==> config.mk <==
export PLATFORM = sky130hd
export DESIGN_NAME = grid_readout
export DESIGN_NICKNAME = d
export VERILOG_FILES = /design/src/rtl/grid_readout_pkg.sv /design/src/rtl/onehot_to_bin.sv /design/src/rtl/grid_readout.sv
export SDC_FILE = /design/constraint.sdc
export NUM_CORES = 1
export LEC_CHECK = 0
export CAP_MARGIN = 40
export CORE_MARGIN = 5
export CORE_UTILIZATION = 40
export DETAILED_ROUTE_END_ITERATION = 16
export MAX_ROUTING_LAYER = met4
export PLACE_DENSITY_LB_ADDON = 0.1
export SYNTH_ARGS = -nofsm -noshare
export SYNTH_HDL_FRONTEND = slang
export SYNTH_HIERARCHICAL = 1
export SYNTH_SLANG_ARGS = --single-unit
==> constraint.sdc <==
create_clock -name clock -period 1.65 [get_ports clock]
set_clock_uncertainty 0.05 [all_clocks]
set_input_delay 0.165 -clock clock [delete_from_list [all_inputs] [get_ports clock]]
set_output_delay 0.165 -clock clock [all_outputs]
set_load 0.005 [all_outputs]
==> src/rtl/grid_readout_pkg.sv <==
// Shared constants, sizing helpers and the readout state encoding for the grid readout block.
package grid_readout_pkg;

  localparam int DEF_GRID_ORD = 3;

  // One-hot state encoding, same style as the solver FSM.
  typedef enum logic [5:0] {
    ST_IDLE      = 6'b000001,
    ST_WAIT_DONE = 6'b000010,
    ST_PRIME     = 6'b000100,
    ST_STREAM    = 6'b001000,
    ST_DONE_OK   = 6'b010000,
    ST_DONE_FAIL = 6'b100000
  } rd_state_e;

  function automatic int grid_len(input int ord);
    return ord * ord;
  endfunction

  function automatic int grid_area(input int ord);
    return (ord * ord) * (ord * ord);
  endfunction

endpackage

==> src/rtl/onehot_to_bin.sv <==
// One-hot tile value to binary: value = lowest set bit + 1 (0 when empty); err on empty or multi-hot.
module onehot_to_bin #(
  parameter int LEN   = 9,
  parameter int VAL_W = 4
) (
  input  logic [LEN-1:0]   onehot,
  output logic [VAL_W-1:0] value,
  output logic             err
);

  localparam logic [LEN-1:0] ONE = LEN'(1);

  always_comb begin
    value = '0;
    // Descending scan so the lowest set bit wins on multi-hot input.
    for (int k = LEN - 1; k >= 0; k--) begin
      if (onehot[k]) value = VAL_W'(k + 1);
    end
    err = (onehot == '0) || ((onehot & (onehot - ONE)) != '0);
  end

endmodule

==> src/rtl/grid_readout.sv <==
// Reads every solved tile in row-major order after the solver finishes and streams
// the binary values out on a valid/ready interface, one beat per cell.
module grid_readout
  import grid_readout_pkg::*;
#(
  parameter int GRID_ORD = DEF_GRID_ORD,
  parameter int IDX_W    = $clog2(grid_area(GRID_ORD)),
  parameter int VAL_W    = $clog2(grid_len(GRID_ORD) + 1)
) (
  input  logic                          clock,
  input  logic                          reset,
  input  logic                          dump_req,
  input  logic                          grid_done,
  input  logic                          grid_success,
  output logic [IDX_W-1:0]              rd_idx,
  input  logic [grid_len(GRID_ORD)-1:0] rd_onehot,
  output logic                          out_valid,
  input  logic                          out_ready,
  output logic [IDX_W-1:0]              out_idx,
  output logic [VAL_W-1:0]              out_value,
  output logic                          out_err,
  output logic                          out_last,
  output logic                          busy,
  output logic                          rd_ok,
  output logic                          rd_fail,
  output logic                          err_seen
);

  localparam int               GRID_LEN  = grid_len(GRID_ORD);
  localparam int               GRID_AREA = grid_area(GRID_ORD);
  localparam logic [IDX_W-1:0] LAST_IDX  = IDX_W'(GRID_AREA - 1);

  rd_state_e        state_q, state_d;
  logic [IDX_W-1:0] idx_q, idx_d;
  logic             out_valid_q, out_valid_d;
  logic [IDX_W-1:0] out_idx_q, out_idx_d;
  logic [VAL_W-1:0] out_value_q, out_value_d;
  logic             out_err_q, out_err_d;
  logic             out_last_q, out_last_d;
  logic             err_seen_q, err_seen_d;

  logic [VAL_W-1:0] conv_value;
  logic             conv_err;
  logic             do_load;

  onehot_to_bin #(
    .LEN   (GRID_LEN),
    .VAL_W (VAL_W)
  ) u_conv (
    .onehot (rd_onehot),
    .value  (conv_value),
    .err    (conv_err)
  );

  always_comb begin
    state_d     = state_q;
    idx_d       = idx_q;
    out_valid_d = out_valid_q;
    out_idx_d   = out_idx_q;
    out_value_d = out_value_q;
    out_err_d   = out_err_q;
    out_last_d  = out_last_q;
    err_seen_d  = err_seen_q;
    do_load     = 1'b0;

    case (state_q)
      ST_IDLE, ST_DONE_OK, ST_DONE_FAIL: begin
        if (dump_req) begin
          err_seen_d = 1'b0;
          idx_d      = '0;
          if (grid_done && grid_success) state_d = ST_PRIME;
          else if (grid_done)            state_d = ST_DONE_FAIL;
          else                           state_d = ST_WAIT_DONE;
        end
      end
      ST_WAIT_DONE: begin
        if (grid_done && grid_success) state_d = ST_PRIME;
        else if (grid_done)            state_d = ST_DONE_FAIL;
      end
      ST_PRIME: begin
        if (!grid_done) begin
          state_d = ST_DONE_FAIL;
        end else begin
          do_load = 1'b1;
          state_d = ST_STREAM;
        end
      end
      ST_STREAM: begin
        // Solver dropping done means its tile state is gone: abort ahead of any handshake.
        if (!grid_done) begin
          out_valid_d = 1'b0;
          state_d     = ST_DONE_FAIL;
        end else if (out_valid_q && out_ready) begin
          if (out_last_q) begin
            out_valid_d = 1'b0;
            state_d     = ST_DONE_OK;
          end else begin
            do_load = 1'b1;
          end
        end
      end
      default: state_d = ST_IDLE;
    endcase

    // The read mux already presents cell idx_q, so the next beat loads with no bubble.
    if (do_load) begin
      out_valid_d = 1'b1;
      out_idx_d   = idx_q;
      out_value_d = conv_value;
      out_err_d   = conv_err;
      out_last_d  = (idx_q == LAST_IDX);
      err_seen_d  = err_seen_q | conv_err;
      idx_d       = idx_q + IDX_W'(1);
    end
  end

  always_ff @(posedge clock) begin
    if (reset) begin
      state_q     <= ST_IDLE;
      idx_q       <= '0;
      out_valid_q <= 1'b0;
      out_idx_q   <= '0;
      out_value_q <= '0;
      out_err_q   <= 1'b0;
      out_last_q  <= 1'b0;
      err_seen_q  <= 1'b0;
    end else begin
      state_q     <= state_d;
      idx_q       <= idx_d;
      out_valid_q <= out_valid_d;
      out_idx_q   <= out_idx_d;
      out_value_q <= out_value_d;
      out_err_q   <= out_err_d;
      out_last_q  <= out_last_d;
      err_seen_q  <= err_seen_d;
    end
  end

  assign rd_idx    = idx_q;
  assign out_valid = out_valid_q;
  assign out_idx   = out_idx_q;
  assign out_value = out_value_q;
  assign out_err   = out_err_q;
  assign out_last  = out_last_q;
  assign err_seen  = err_seen_q;
  assign busy      = (state_q == ST_WAIT_DONE) || (state_q == ST_PRIME) || (state_q == ST_STREAM);
  assign rd_ok     = (state_q == ST_DONE_OK);
  assign rd_fail   = (state_q == ST_DONE_FAIL);

endmodule

==> results.md, run 1 <==
* Num rows at 22
* Minimum clock period at 1640 ps
* RR Startpoint: state_q[1]$_SDFFE_PP0P_
* Final setup fails at 0
* Crit-path max cell delay at around 390 ps
* Routability cong. at 0.856
* Routed WL at about 4.9 mm
* Crit path kind: flip-flop to flip-flop
* Drt drc at 0
* Post-Syn Area at 1580 sq um
* Filler Cell Count at 333
* Worst hold-check slack at roughly 310 ps
* Die ar. at 5310 sq um
* Cell taking the most area after synthesis: dfxtp_1
* FF/Latch Area at 572 sq um
* Fin. Hold Viols at 0
* P per Cell Area at 864 nW/um^2
* Diodes inserted at 0
* Crit-path cells: buf_4 -> nor4_4 -> buf_4 -> nand4b_1 -> nand3_1 -> o311a_1
* Cell mode on critical path: buf_4
* Initial Utilization at 42.2%
* Slew Limit Fails at 0
* Cts bufs inserted at 3
* Vias at 1813
* Max transition margin at 68.5%
* Number of global-route vias before repair at 1790
* First-pass GRT wire length at slightly below 8 mm
* Reg2reg setup slack at 7 ps
* Avg WL per Cell at 15.3 um
* Core footprint at 3740 sq um
* DPL Wire Length at around 3.6 mm
* Fin cells at between 300 and 400
* Clock Path Buffers at 2
* Worst Tran Pin Value at 473 ps
* Worst path slowest cell: o311a_1
* TritonCTS clock tree: yes
* Largest net degree at the start of global routing at 17
* Multi-input logic area at between 1000 and 1500 sq um
* FFs w/ async S/R, synth at 0%
* Hold_buf cts at 0
* Worst-skew pair later-pin latency at ~280 ps
* Crit Reg-Reg Endpoint: state_q[5]$_SDFFE_PP0P_
* Tot GR Track Use at a little under a fifth
* Crit path to: state_q[5]$_SDFFE_PP0P_
* Layout cells sized above 1 at a little under a third
* Setup crit end kind: flip-flop
* Top-area cell type share of the netlist area at 35.4%
* Total grt overflow at 0
* Initial drt markers at 161
* Crit-path max FO at 5
* Initial antenna violation count at 0
* CTS HTree Levels at 1
* Status: finished clean
* Clock sink count at 28
* Port Buffers at 39
* Register bit total from synthesis at 28
* Reg clk slew, reported paths at ~100 ps
* Crit path from: state_q[1]$_SDFFE_PP0P_
* Synth area leaders: dfxtp_1 (35%), o21ai_0 (6.6%), nand3_1 (6.3%)
* Final core utilization at about two thirds
* Hold WC Path Type: input port to flip-flop
* Unique masters post-synth at 52
* Area growth, synth to finish at 57.3%
* Worst-case vdd ir drop at between 600 and 700 uV
* Setup TNS at 0 ps
* Syn Area/Cell at 8.03 sq um
* Die width at 72.9 um
* Post-synthesis sequential area ratio at between 30% and 40%
* Tcrit/Tclk final at 99.6%
* Max cap viols at 0
* DP Cell Count at 314
* CP Launch Type: flip-flop
* FF-to-FF path depth at 6
* Warnings, synthesis at 6
* Post-synthesis net count at 214
* Number of synthesized flops with an enable pin at 0
* Worst Path Arrival at roughly 1800 ps
* Ys flop type: dfxtp_1
* Die Ht at approximately 73 um
* Cells after synthesis at 197
* I/O pin count at 40
* Max Clock Freq at 609 MHz
* Cell with the most instances after synthesis: dfxtp_1
* Nets at 292
* Top cells by count, synth: dfxtp_1 (28), o21ai_0 (21), nand3_1 (20)
* Via density at between 5 and 6
* Post-DRT Antenna Nets at 0
* Drt pass-1 iters at 4
* Required @ worst endpoint at ~1800 ps
* Clock Tree Root: clkbuf_8
* Leak Pwr at roughly 0.00098 uW
* Unrepaired setup endpoints after global routing: yes
registers in the layout, indices dropped and copies added (netlist names):
| name | flops |
|---|---|
| out_err | 1 |
| out_valid | 1 |
| rd_idx | 7 |
| state_q | 6 |
| err_seen | 1 |
| out_last | 1 |
| out_idx | 7 |
| out_value | 4 |
critical path: cells and delay by family, from the launching register on:
family	cells	cell delay, ps
AO/OA/AOI/OAI	1	390
buffers and inverters	2	280
flip-flops	1	370
AND/OR/NAND/NOR	3	460
power by group:
part	leakage, uW	internal, uW	switching [uW]
Sequential	0.000229	712	63.2
Combinational	0.000712	408	410
Clock	0.0000357	325	231
stage by stage:
step / total power (uW) / setup WS, ps / area [sq um]
2_1_floorplan: 1150 / 24.6 / 1580
3_3_place_gp: 1480 / -206 / 2270
3_5_place_dp: 1510 / -312 / 2270
4_1_cts: 2100 / 0.471 / 2400
5_1_grt: 2260 / -89.8 / 2490
6_report: 2150 / 7.02 / 2490
logic make-up (layout without fill, tap and decap cells):
family                     after synthesis  after routing  share of synthesized area (%)
xor gates and xnor gates                 2              2                           1.11
adders and majority gates                3              3                           2.21
muxes                                    2              2                           1.27
AOI/OAI and AO/OA                       66             66                           26.7
buffers and inverters                   23            100                           6.88
DFF                                     28             28                           35.4
and+or+nand+nor                         73             73                           26.3
layer usage:
metal | global-route usage [%] | routed length, um | vias to the layer above
met4 | 8.81 | 89 | 0
met2 | 32.8 | 2550 | 52
met5 | - | 0 | -
met3 | 2.34 | 249 | 8
li1 | - | - | 890
met1 | 22.1 | 2040 | 863
cell type report:
class                   count  area share (%)
clock inverters             1            1.21
flip-flops and latches     28            23.0
repair buffers             83            29.0
inverters                  13            1.96
clock buffers               3            1.66
multi-input cells         146            40.8
well taps                  48            2.41
how the worst min path moves through the flow:
stage	from	endpoint	slack (ps)	depth (start not counted)
detailed placement	err_seen$_SDFFE_PP0P_	err_seen$_SDFFE_PP0P_	410	2
CTS	err_seen$_SDFFE_PP0P_	err_seen$_SDFFE_PP0P_	420	2
global route	rd_onehot[1]	out_value[2]$_SDFFE_PP0P_	350	5
global placement	err_seen$_SDFFE_PP0P_	err_seen$_SDFFE_PP0P_	380	2
floorplan	grid_success	state_q[2]$_SDFFE_PP0P_	260	2
finish	rd_onehot[1]	out_value[2]$_SDFFE_PP0P_	310	5
repair_timing:
action / CTS / global route
gates resized for setup: 18 / 27
pin swaps: 6 / 9
endpoints found under the setup margin: 10 / 27
buffers inserted: 4 / 1
cells in the final DEF, fill, tap and decap left out, types with 3 or more instances in the layout:
cell             count
nor2_1              10
inv_1               13
dfxtp_2              6
nand2_1              6
nor3_1               3
dlymetal6s2s_1       3
nand3_1             19
and3_1               3
o21ai_1              5
clkbuf_8             3
a21oi_1             15
nor4_1               3
buf_4               44
a21oi_2              5
clkdlybuf4s50_1     32
dfxtp_1             21
nand2b_1             4
o21ai_0             16
nand4_1              4
(Power assumes the default switching activity.)
==> run 2, diff against run 1 <==
- CORE_UTILIZATION: 40 -> 30
- PLACE_DENSITY: not set -> 0.56
- PLACE_DENSITY_LB_ADDON: 0.1 -> not set
==> run 2 against run 1 <==
Net effect: the run now ends with negative setup slack left; global-route usage shrank 3.9 points; hold slack better by 9.6 ps; die area rose by 28%; via count grew 0.33%; count of clock-buffer cells in the layout did not move; critical path depth down 1; final cell count is 8.7% higher; register-to-register slack worse by 40 ps; critical endpoint is now rd_idx[2]$_SDFFE_PP0P_; largest cell class unchanged; largest power group unchanged.
==> results.md, run 2 (same netlist as run 1, synthesis figures left out) <==
* P per Cell Area at 853 nW/um^2
* Commonest non-fill, non-tap cell in the layout: buf_4
* Hold Path End: out_value[2]$_SDFFE_PP0P_
* Worst Tran Pin Value at roughly 350 ps
* Slew Limit Fails at 0
* Setup WS post-layout at -35.5 ps
* Most frequent cells in the layout: buf_4 (42), clkdlybuf4s50_1 (32), dfxtp_1 (22)
* Die Ht at 82.6 um
* Largest net degree at the start of global routing at 17
* Die width at 82.6 um
* First-pass GRT wire length at 7.90 mm
* Worst path slowest cell: or4_4
* Crit-path cells: nor4_4 -> buf_4 -> nand2_4 -> or4_4 -> a21oi_2
* P_sw at 706 uW
* Tot GR Track Use at between 10% and 20%
* Sequential power share at 35.4%
* Failing checks: negative setup slack
* Reg2reg setup slack at -40 ps
* Worst-skew pair later-pin latency at 280 ps
* RR Startpoint: state_q[4]$_SDFFE_PP0P_
* Crit-path max cell delay at 480 ps
* CTS HTree Levels at 1
* Number of global-route vias before repair at 1706
* Max cap viols at 0
* Clock Path Buffers at 2
* Setup WS pre-CTS at -281 ps
* Tcrit/Tclk final at 102%
* Vias at 1819
* Worst path bufs/invs at 1
* Worst-case vdd ir drop at 525 uV
* Instance count on the critical path at 5
* Layout cells sized above 1 at 31.1%
* Fin. Hold Viols at 0
* Diodes inserted at 0
* Crit-path max FO at 6
* Routed WL at 5.00 mm
* Reg clk slew, reported paths at 100 ps
* Crit Reg-Reg Endpoint: rd_idx[2]$_SDFFE_PP0P_
* Drt pass-1 iters at 4
* Leak Pwr at 0.00101 uW
* Placed Instance Area at 2330 sq um
* Final setup fails at 1
* Cts bufs inserted at 3
* FF-to-FF path depth at 5
* Status: complete, but fails checks
* Via density at 5.20
* Minimum clock period at about 1700 ps
* HP Start: rd_onehot[1]
* DPL Wire Length at between 3 and 4 mm
* Top delay family on crit path: simple AND/OR/NAND/NOR gates
* Crit path kind: flip-flop to flip-flop
* Drt drc at 0
* Avg WL per Cell at 14.3 um
* TritonCTS clock tree: yes
* Hold WC Path Type: input port to flip-flop
* Clock share of power at 24.7%
* Routability cong. at 0.826
* Initial drt markers at 84
* Worst Path Arrival at 1860 ps
* Area growth, synth to finish at 64.0%
* Setup TNS at -35.5 ps
* Core footprint at between 5000 and 6000 sq um
* Nets at 298
* Initial Utilization at 31.0%
* Required @ worst endpoint at 1820 ps
* Post-DRT Antenna Nets at 0
* Num rows at 26
* Initial antenna violation count at 0
* Unrepaired setup endpoints after global routing: yes
* I/O pin count at 40
* Final core utilization at between 50% and 60%
* CP Launch Type: flip-flop
* Clock sink count at 28
* Logic pwr share at around two fifths
* Hold_buf cts at 0
* Hold path cells at 5
* Port Buffers at 39
* Internal power at 1510 uW
* Clock Tree Root: clkbuf_8
* Design area at 2590 sq um
* Worst hold-check slack at around 310 ps
* Net Sw Frac at 31.9%
* Setup crit end kind: flip-flop
* Die ar. at 6820 sq um
* Total grt overflow at 0
* Max transition margin at about 76%
* Max Clock Freq at 593 MHz
## run 2: changes by cell type in the layout (fill, tap and decap cells not counted), sizes merged
cell,before,now
buf,44,51
clkbuf,4,3
clkdlybuf4s15,1,0
dlymetal6s2s,3,4
## run 2: worst register-to-register path: stages, from the launching register on
cell and delay (ps):
dfxtp_4 390, nor4_4 310, buf_4 190, nand2_4 80, or4_4 480, a21oi_2 140
## run 2: worst max-delay path by stage
| stage | startpoint | end | slack, ps |
|---|---|---|---|
| after floorplan | state_q[4]$_SDFFE_PP0P_ | rd_idx[2]$_SDFFE_PP0P_ | 20 |
| after global placement | rd_onehot[4] | err_seen$_SDFFE_PP0P_ | -240 |
| after detailed placement | rd_onehot[4] | err_seen$_SDFFE_PP0P_ | -280 |
| after CTS | state_q[4]$_SDFFE_PP0P_ | rd_idx[2]$_SDFFE_PP0P_ | -10 |
| after global routing | state_q[4]$_SDFFE_PP0P_ | rd_idx[2]$_SDFFE_PP0P_ | -100 |
| final | state_q[4]$_SDFFE_PP0P_ | rd_idx[2]$_SDFFE_PP0P_ | -40 |
## run 2: timing repair
action	CTS	global route
setup buffers	4	2
setup endpoints to repair	16	25
cloned	0	1
pin swaps	3	9
gates resized for setup	22	23
## run 2: per-layer routing
layer  share of wire [%]  routed length [um]  vias up  global-route usage [%]
met5                   0                   0        -                       -
met4                 1.1                  57        0                    4.41
met3                 4.5                 223        5                    2.06
met2                  48                2420       38                    25.6
met1                  46                2300      875                    19.1
li1                    -                   -      901                       -
## run 2: per-stage QoR
step,cells,total power [uW]
3_5_place_dp,339,1550
3_3_place_gp,339,1540
4_1_cts,347,2180
5_1_grt,350,2330
2_1_floorplan,197,1150
6_report,350,2210
## run 2: power groups by stage
| stage | sequential (uW) | combinational (uW) | clock [uW] |
|---|---|---|---|
| 6_report | 782 | 883 | 547 |
| 5_1_grt | 789 | 946 | 591 |
| 4_1_cts | 780 | 833 | 563 |
| 3_5_place_dp | 783 | 764 | 0 |
| 3_3_place_gp | 784 | 760 | 0 |
| 2_1_floorplan | 753 | 401 | 0 |
## run 2: final cells by class
cell class                 instances  area (sq um)
fill                             510          2510
multi-input combinational        146          1010
timing repair buffer              89           801
sequential                        28           576
tap                               70          87.6
inverter                          13          48.8
clock buffer                       3          41.3
clock inverter                     1          30.0
